--- config.mk ---
export PLATFORM = sky130hd
export DESIGN_NAME = instr_fetch_unit
export DESIGN_NICKNAME = d
export VERILOG_FILES = /design/src/rtl/instr_fetch_unit.sv
export SDC_FILE = /design/constraint.sdc
export NUM_CORES = 1
export LEC_CHECK = 0
export CAP_MARGIN = 20
export CELL_PAD_IN_SITES_DETAIL_PLACEMENT = 2
export CELL_PAD_IN_SITES_GLOBAL_PLACEMENT = 2
export CORE_MARGIN = 8
export CORE_UTILIZATION = 30
export DETAILED_ROUTE_END_ITERATION = 7
export PLACE_DENSITY_LB_ADDON = 0.05
export SLEW_MARGIN = 10
export SYNTH_ARGS = -nofsm -noshare
export SYNTH_HDL_FRONTEND = slang
export SYNTH_SLANG_ARGS = --single-unit
--- constraint.sdc ---
create_clock -name clk -period 3.5 [get_ports clk]
set_input_delay 0.875 -clock clk [delete_from_list [all_inputs] [get_ports clk]]
set_output_delay 0.875 -clock clk [all_outputs]
set_load 0.02 [all_outputs]
--- src/rtl/instr_fetch_unit.sv ---
// Fetch stage: program memory, PC and RUN/HALT FSM feeding one registered word per cycle to the control unit.
// JMP and HLT resolve here, so a taken jump costs no bubble and a stall costs exactly the stalled cycles.
module instr_fetch_unit #(
  parameter int DATA_W = 10,
  parameter int ADDR_W = 6,
  parameter int DEPTH  = 64,
  parameter logic [DATA_W-1:0] BUBBLE = 10'b1111000000,
  parameter logic [3:0] JMP_OP = 4'b1001,
  parameter logic [3:0] HLT_OP = 4'b1101
) (
  input  logic              clk,
  input  logic              reset,
  input  logic              start,
  input  logic              stall,
  input  logic              prog_we,
  input  logic [ADDR_W-1:0] prog_addr,
  input  logic [DATA_W-1:0] prog_data,
  output logic [DATA_W-1:0] instruction,
  output logic [7:0]        pc,
  output logic              fetch_valid,
  output logic              halted,
  output logic [15:0]       instr_count
);

  typedef enum logic [1:0] {IDLE, RUN, HALT} state_t;

  state_t              state, state_nxt;
  logic [ADDR_W-1:0]   pc_q, pc_nxt, seq_pc, next_pc;
  logic [DATA_W-1:0]   instr_nxt;
  logic                valid_nxt, halted_nxt, count_en;
  logic [3:0]          opcode;
  logic [DATA_W-1:0]   mem [DEPTH];

  assign opcode  = instruction[DATA_W-1 -: 4];
  assign seq_pc  = pc_q + 1'b1;
  assign next_pc = (opcode == JMP_OP) ? instruction[ADDR_W-1:0] : seq_pc;
  assign pc      = {{(8-ADDR_W){1'b0}}, pc_q};

  // Program is loaded only while idle; contents survive reset.
  always_ff @(posedge clk) begin
    if (state == IDLE && prog_we)
      mem[prog_addr] <= prog_data;
  end

  always_comb begin
    state_nxt  = state;
    pc_nxt     = pc_q;
    instr_nxt  = instruction;
    valid_nxt  = fetch_valid;
    halted_nxt = halted;
    count_en   = 1'b0;
    case (state)
      IDLE: begin
        if (start) begin
          state_nxt = RUN;
          pc_nxt    = '0;
          valid_nxt = 1'b0;
          instr_nxt = BUBBLE;
        end
      end
      HALT: begin
        if (start) begin
          state_nxt  = RUN;
          halted_nxt = 1'b0;
          valid_nxt  = 1'b0;
          instr_nxt  = BUBBLE;
        end
      end
      RUN: begin
        if (fetch_valid && opcode == HLT_OP) begin
          state_nxt  = HALT;
          pc_nxt     = seq_pc;
          halted_nxt = 1'b1;
          valid_nxt  = 1'b0;
          instr_nxt  = BUBBLE;
        end else if (fetch_valid && !stall) begin
          pc_nxt    = next_pc;
          instr_nxt = mem[next_pc];
          count_en  = 1'b1;
        end else if (fetch_valid) begin
          // Presented word is consumed; pc moves on to the next fetch address.
          pc_nxt    = next_pc;
          valid_nxt = 1'b0;
          instr_nxt = BUBBLE;
        end else if (!stall) begin
          instr_nxt = mem[pc_q];
          valid_nxt = 1'b1;
          count_en  = 1'b1;
        end
      end
      default: begin
        state_nxt  = IDLE;
        pc_nxt     = '0;
        valid_nxt  = 1'b0;
        halted_nxt = 1'b0;
        instr_nxt  = BUBBLE;
      end
    endcase
  end

  always_ff @(posedge clk) begin
    if (reset) begin
      state       <= IDLE;
      pc_q        <= '0;
      instruction <= BUBBLE;
      fetch_valid <= 1'b0;
      halted      <= 1'b0;
      instr_count <= '0;
    end else begin
      state       <= state_nxt;
      pc_q        <= pc_nxt;
      instruction <= instr_nxt;
      fetch_valid <= valid_nxt;
      halted      <= halted_nxt;
      if (count_en && instr_count != 16'hFFFF)
        instr_count <= instr_count + 16'd1;
    end
  end

endmodule

==> results of run 1 <==
## cell type report
type / instances / area (um^2)
clock buffer: 113 / 2290
clock inverter: 39 / 330
fill: 10700 / 68100
inverter: 5 / 18.8
multi-input combinational: 1302 / 11500
sequential: 682 / 20100
tap: 1403 / 1760
timing repair buffer: 301 / 2740
## state kept, by name, summed over array words and instances, names as in the netlist, named ones only
signal / cells
fetch_valid: 1
instr_count: 16
mem: 640
halted: 1
instruction: 10
state: 2
pc_q: 6
## kinds of logic after synthesis
kind of cell | count (synthesis) | share of synthesized area (%)
other | 1 | 0.0116
muxes | 325 | 20.2
buffers and inverters | 158 | 2.37
DFF | 682 | 62.2
AOI/OAI and AO/OA | 220 | 4.71
adders and majority gates | 2 | 0.0776
xor gates and xnor gates | 18 | 0.489
and+or+nand+nor | 734 | 9.94
## cell usage after synthesis, types with 7 or more instances
master    count
mux2i_1      57
xor2_1       15
buf_2        61
a32oi_1      22
nor2_1      126
a22oi_1      31
mux4_2      258
a311oi_1      8
nor3_1       23
edfxtp_1    640
o21ai_0      19
and3_1       15
a221oi_1      8
mux2_2        7
a21oi_1      56
nand4_1      15
dfxtp_1      42
a31oi_1      24
buf_1        12
buf_4        13
nand2_1     356
nand3_1     158
clkbuf_1     60
## power breakdown
part	total, uW	internal [uW]	switching, uW
clock	8560	5010	3540
sequential	8970	8940	25.0
combinational	668	208	460
total	18200	14200	4030
## timing repair
action / 4_1_cts / 5_1_grt
pin swaps: 0 / 1
hold endpoints to repair: 0 / 0
gates cloned: 0 / 1
resized for setup: 4 / 5
setup buffers: 0 / 6
setup endpoints to repair: 6 / 5
hold buffers: 0 / 0
## metal layers
layer / wire length [um] / track usage [%]
met5: 0 / 0
met4: 3910 / 6.87
met3: 7790 / 2.75
met2: 62400 / 35.5
met1: 64700 / 34.2
## cells in the final DEF, fill, tap and decap left out, types with 18 or more instances in the layout
cell type / netlist / final
edfxtp_1: 640 / 640
nand2_1: 356 / 356
mux4_2: 258 / 258
buf_4: 13 / 216
nand3_1: 158 / 158
nor2_1: 126 / 122
clkbuf_16: 0 / 87
a21oi_1: 56 / 56
mux2i_1: 57 / 56
clkdlybuf4s50_1: 0 / 44
dfxtp_1: 42 / 38
a22oi_1: 31 / 31
buf_12: 0 / 30
a31oi_1: 24 / 24
clkbuf_1: 60 / 24
a32oi_1: 22 / 22
nor3_1: 23 / 21
clkinv_1: 0 / 19
o21ai_0: 19 / 18
## how the worst min path moves through the flow
stage,startpoint,endpoint,slack [ps],cells after the start
final,state[1],state[1],510,2
after detailed placement,state[1],state[1],500,2
after global routing,state[1],state[1],540,2
after global placement,instr_count[1],instr_count[1],510,2
after CTS,state[1],state[1],510,2
after floorplan,state[1],state[1],470,2
## metrics by stage
stage | setup TNS [ps] | total power, uW | hold WS, ps | cell area [um^2]
after detailed placement | -407 | 9800 | 504 | 36000
final | 0 | 18200 | 512 | 38800
after CTS | 0 | 18400 | 513 | 38600
after global placement | -303 | 9780 | 511 | 36000
after floorplan | 0 | 9390 | 470 | 32300
after global routing | 0 | 18700 | 542 | 38800
## worst max-delay path, delay by kind of cell (launching register included)
family / cells / cell delay (ps)
fa+ha+maj: 1 / 350
simple gates: 5 / 1200
flops: 1 / 460
compound gates: 2 / 880
xor+xnor: 1 / 470
==> impl.org, run 1 <==
** STA
- Slew Limit Headroom :: between 30 and 40%
- Max Transition Viols Final :: 0
- The hold violation total from the final report is 0.
- Worst Max-Slew Pin Slew :: 1010 ps
- In the finished design, the share of the clock period the worst path needs comes to between 90% and 100%.
- Setup violations remaining at the end of the flow were counted as 0.
- Derived from the worst setup path, the maximum achievable clock frequency is a little under 300 MHz.
- Between clock sinks in the finished design, the worst skew comes to 30.1 ps.
- Subtracting the final worst setup slack from the clock period gives between 3000 and 4000 ps.
- Worst setup slack after layout :: between 20 and 30 ps
- Setup repair after global routing left no endpoint under its margin.

** Clock network
- Clock root buffer master :: clkbuf_16
- Worst-Skew Late Latency :: ~670 ps
- Clock-pin slew on the worst setup and hold paths :: approximately 70 ps
- The clock tree synthesis step divided the H-tree into 3 levels.
- Maximum number of buffers from clock root to sink :: 3
- Number of clock buffers inserted by TritonCTS :: 83
- TritonCTS clock tree :: built
- The tree built by TritonCTS fans out to 682 sinks.

** Logic synthesis
- Syn Inst Count :: between 2000 and 2500
- Syn Std Cell Area :: 32300 um^2
- The synthesized design devotes to its leading area cell type about three fifths of total area.
- Counting flops with a built-in enable in the synthesized netlist gives 640.
- Avg Cell Area, Syn :: around 15 um^2
- Area contributors post-synth :: edfxtp_1, mux4_2, nand2_1, dfxtp_1, nand3_1
- For this run, the leading register cell type out of synthesis is edfxtp_1.
- The number of different library cells used by synthesis comes to 67.
- Share of the yosys chip area belonging to registers :: between 60% and 70%
- For this run, asynchronously set or reset flops after synthesis account for 0%.
- Synthesis inferred between 600 and 700 register bits.
- The biggest area contributor in the post-synthesis netlist is edfxtp_1.
- Syn. warnings :: 0

** Hold path
- The path class of the tightest hold or removal check is register to register.

** Setup path
- Crit-path most repeated cell :: nand3_1
- For this design, the slowest cell found on the critical path is o31a_1.
- Crit path cell chain :: ha_1, nand3_1, xnor2_1, o31a_1, nor2_1, a22oi_1, nand3_1, nor3_2, nor3_1
- FF-to-FF setup slack :: roughly 28 ps
- Origin of the worst setup path :: pc_q[0]
- On the worst path, the slowest cell contributes a delay of ~550 ps.
- Required arrival time at the worst endpoint :: 4050 ps
- Startpoint type of the worst setup path :: register
- In this run the critical register-to-register path is launched from pc_q[0].
- Depth of the worst register-to-register path :: 9
- In this run the critical register-to-register path is captured at instruction[2].
- The critical path ends at instruction[2].
- Crit-path max FO :: 7
- STA classifies the critical path endpoint as a register.
- The critical path is of the register to register type.
- Crit path arrival time :: between 4000 and 5000 ps

** Route
- Across all layers, the routed design uses 22000 vias.
- After detailed routing, the total wire length is around 140 mm.
- Wire length per cell :: about 36 um
- Via/cell ratio :: 5.73
- DRC violation count after routing :: 0
- Final ANT Viol Nets :: 0
- The pre-antenna-repair detailed-routing pass consisted of 6 iterations.
- Number of DRC violations after detailed-routing iteration 0 :: about 2000

** GRT
- Via count of the first global-routing pass :: between 20000 and 25000
- Entering global routing, the biggest net connects between 60 and 70 pins.
- The first global-routing pass estimated approximately 190 mm of wire.
- The total overflow left after global routing is 0.
- The number of antenna violations at the first check in global routing is 3.
- Global routing consumed, over all layers together, approximately 23% of the routing resources.

** Layout
- For this run, the share of the core covered by cells in the final layout is 36.3%.
- Fraction of layout instances using a drive strength above 1 :: 27.0%
- The number of antenna diodes in the final layout is 0.
- The net count of the finished layout is about 2400.
- The finished layout holds ~3800 standard cells, fillers aside.
- Compared with the post-synthesis result, the final layout area differs by 20.2%.

** Floorplanning
- Row generation in the floorplan step produced between 100 and 150 rows.
- Initial cell density of the core :: a little under a third
- Area inside the core boundary :: around 110000 um^2
- Pin placement for this block handled 57 I/O pins.
- Vertical extent of the die :: ~340 um
- Die Outline Area :: 118000 um^2
- Die boundary width :: about 340 um

** Pwr
- Pwr/cell area :: around 470 nW/um^2
- Maximum VDD drop :: ~0.3 mV
- Summed over all cells, the static leakage comes to around 0.013 uW.

** Run status
- Run status :: completed

** Run
- Max-cap violations in this run came to 0.

** Place
- Routability-driven placement finished with a final weighted congestion of slightly above 0.9.
- Placed wire-length estimate after detailed placement :: about 96 mm
- Including well taps, the total number of placed cells is approximately 3700.
- Pre-CTS worst setup slack :: -238 ps
- IO buf count :: 54
Note: power is estimated with default switching activity, not from simulation.
==> inputs of run 2 (changes only) <==
CORE_UTILIZATION = 47   (was 30)
==> run 2 against run 1 <==
Core utilization up 19 points. Clock skew fell by 5.3 ps. Die area shrank 35%. Global-route usage increased by 12 points. Maximum frequency down 0.10%. Combinational power down 2%. Wire length down 1.8%. Sequential power hardly changed. Sequential cell count is the same.
==> impl.org, run 2 (same netlist as run 1, synthesis figures left out) <==
** Place
- Global placement routability congestion :: 0.904 (was 0.905)
- IO buf count :: 54 (unchanged)
- The area of placed instances is 35500 um^2 (was 36000 um^2).
- The post-DP HPWL is 95.0 mm (was 96.3 mm).
- The worst setup slack after placement was 29.5 ps (was -238 ps).

** Pwr
- Maximum VDD drop :: 0.404 mV (was 0.294 mV)
- Internal power consumption :: 13700 uW (was 14200 uW)
- The clock network fraction of total power came to 45.4% (was 47.0%).
- Sequential power share :: 50.9% (was 49.3%)
- The leakage dissipation was 0.0127 uW (about the same).
- The net switching share of the total power was 22.3% (was 22.1%).
- The combinational group share of total power was 3.7% (about the same).
- Pwr/cell area :: 463 nW/um^2 (was 469 nW/um^2)
- Switching Power :: 3930 uW (was 4030 uW)

** STA
- The hold violation total from the final report is 0 (unchanged).
- The count of final setup violators is 0 (unchanged).
- The remaining max-slew budget at the tightest pin is 27.3% (was 32.0%).
- The highest achievable clock rate was 288 MHz (about the same).
- The worst-case clock skew is 24.8 ps (was 30.1 ps).
- The setup TNS after final layout was 0 ps (unchanged).
- Worst Max-Slew Pin Slew :: 1090 ps (was 1010 ps)
- RSZ-0062 raised after global routing: no (unchanged).
- Max Transition Viols Final :: 0 (unchanged)
- The post-route minimum period was 3480 ps (was 3470 ps).
- The part of the cycle the worst path needs was 99.3% (was 99.2%).
- Worst setup slack after layout :: 24.7 ps (was 28.3 ps)

** Floorplanning
- Initial cell density of the core :: 47.3% (was 30.2%)
- The die area was 77300 um^2 (was 118000 um^2).
- The die width came to 278 um (was 344 um).
- The chip height is 278 um (was 344 um).
- The area of the core came to 68200 um^2 (was 107000 um^2).
- The number of placement rows was 96 (was 120).
- The count of pins on the block boundary came to 57 (unchanged).

** Run status
- Run status: completed (unchanged).

** Layout
- The area added between synthesis and finish came to 17.9% (was 20.2%).
- Largest registers: mem: 640 flops, instr_count: 16 flops, instruction: 10 flops (unchanged).
- The layout net count is 2412 (was 2398).
- Area of all placed cells without fillers :: 38000 um^2 (was 38800 um^2)
- Leading cell types in the layout, fill and taps excluded: edfxtp_1, nand2_1, mux4_2 (unchanged).
- The most frequent standard cell in the layout excluding fill and tap cells was edfxtp_1 (unchanged).
- The register with the most flip-flops is mem (unchanged).
- Fraction of layout instances using a drive strength above 1 :: 27.5% (was 27.0%)
- The number of flip-flops in the largest register came to 640 (unchanged).

** GRT
- The met2 global-route usage is 55.1% (was 35.5%).
- Via count of the first global-routing pass :: 25000 (was 23000)
- The first-pass GRT wire length is 194 mm (was 193 mm).
- The met3 usage came to 9.36% (was 2.75%).
- Maximum number of pins on one net before global-route repair :: 65 (was 67)
- The all-layer global routing usage came to 34.9% (was 23.1%).
- Met1 track utilization from global routing :: 45.7% (was 34.2%)
- Top Usage Layer GRT :: met2 (unchanged)
- The number of antenna violations at the first check in global routing came to 3 (unchanged).
- Gr ovfl total :: 0 (unchanged)

** Clock network
- Worst-Skew Late Latency :: 630 ps (was 670 ps)
- Maximum number of buffers from clock root to sink :: 3 (unchanged)
- The hold buffer count at cts came to 0 (unchanged).
- Number of clock buffers inserted by TritonCTS :: 77 (was 83)
- The H-tree level count came to 3 (unchanged).
- CTS Sinks :: 682 (unchanged)
- The clock transition at the registers of the reported paths is 60 ps (was 70 ps).
- The TritonCTS clock tree is built (unchanged).
- The master cell of the clock root buffer was clkbuf_16 (unchanged).

** Setup path
- Delay contributed by the slowest stage of the critical path :: 570 ps (was 550 ps)
- Critical setup path kind :: register to register (unchanged)
- Crit path cell chain :: ha_1, xor2_1, mux2i_4, nor2_2, buf_4, a32oi_1, a22oi_1, a21oi_1, nor3_1, nor3_1 (was ha_1, nand3_1, xnor2_1, o31a_1, nor2_1, a22oi_1, nand3_1, nor3_2, nor3_1)
- The nature of the critical path startpoint was a register (unchanged).
- The maximum fanout encountered on the critical timing path is 13 (was 7).
- The required arrival time at the worst endpoint came to 3980 ps (was 4050 ps).
- Worst setup EP type :: register (unchanged)
- The cell repeated most along the worst path is nor3_1 (was nand3_1).
- The data arrival time of the worst path is 3950 ps (was 4020 ps).
- The cell type of the slowest stage on the worst timing path is nor3_1 (was o31a_1).
- Depth of the worst register-to-register path :: 10 (was 9)

** Route
- The routed length per instance came to 40.8 um (was 36.1 um).
- Final ANT Viol Nets :: 0 (unchanged)
- Total length of routed wires :: 136 mm (was 139 mm)
- The number of DRC markers after the initial detailed-route iteration is 3227 (was 2007).
- Detailed-routing iteration count for the pre-antenna-repair pass :: 5 (was 6)
- Routed vias :: 23400 (was 22000)
- The number of vias per cell came to 7.01 (was 5.73).
- The remaining design rule violation count came to 0 (unchanged).

** Hold path
- Worst Hold Path Cells :: 2 (unchanged)
- Worst Hold Class :: register to register (unchanged)

** Run
- The max-capacitance violation count is 0 (unchanged).
[run 2: through the flow]
stage               utilization (%)  instances  total power [uW]  hold WS, ps
finish                         55.7       3339             17600          498
global route                   55.7       3333             17900          541
CTS                            55.6       3328             17700          501
detailed placement             52.1       3187              9770          493
global placement               52.1       3187              9730          484
floorplan                         -       2141              9390          470
[run 2: worst max-delay path: cells and delay by family (launching register included)]
family | cells | cell delay [ps]
AND/OR/NAND/NOR | 3 | 890
AO/OA/AOI/OAI | 3 | 790
XOR/XNOR | 1 | 390
flip-flops | 1 | 350
buffers and inverters | 1 | 340
adder cells (fa/ha/maj) | 1 | 310
multiplexers | 1 | 260
[run 2: path summary, 6_finish.rpt]
path	start	endpoint	slack (ps)
setup / recovery	pc_q[1]	instruction[4]	20
hold / removal	instr_count[1]	instr_count[1]	500
setup reg to reg	pc_q[1]	instruction[4]	20
hold reg to reg	instr_count[1]	instr_count[1]	500
[run 2: area by class of cell]
type / instances / area [um^2]
multi-input cells: 1301 / 11500
inverters: 5 / 18.8
repair buffers: 322 / 2900
clock inverters: 37 / 304
clock buffers: 104 / 2110
well taps: 882 / 1100
flip-flops and latches: 682 / 20100
diodes: 6 / 15.0
fillers: 6039 / 30200
[run 2: what timing repair did]
action / CTS / global route
resized for setup: 1 / 2
pin swaps: 0 / 0
gates cloned: 0 / 0
endpoints found under the setup margin: 1 / 3
setup buffers: 0 / 5
[run 2: power by group through the flow]
stage	clock network, uW	logic, uW	registers (uW)
after floorplan	0	250	9140
after global placement	0	596	9140
after detailed placement	0	630	9140
after CTS	8040	639	8970
after global routing	8280	671	8970
final	7990	654	8970
[run 2: routing by layer]
layer	part of all wire, %	vias up
met5	0	-
met4	4.9	0
met3	11	374
met2	47	1664
met1	37	12300
li1	-	9041
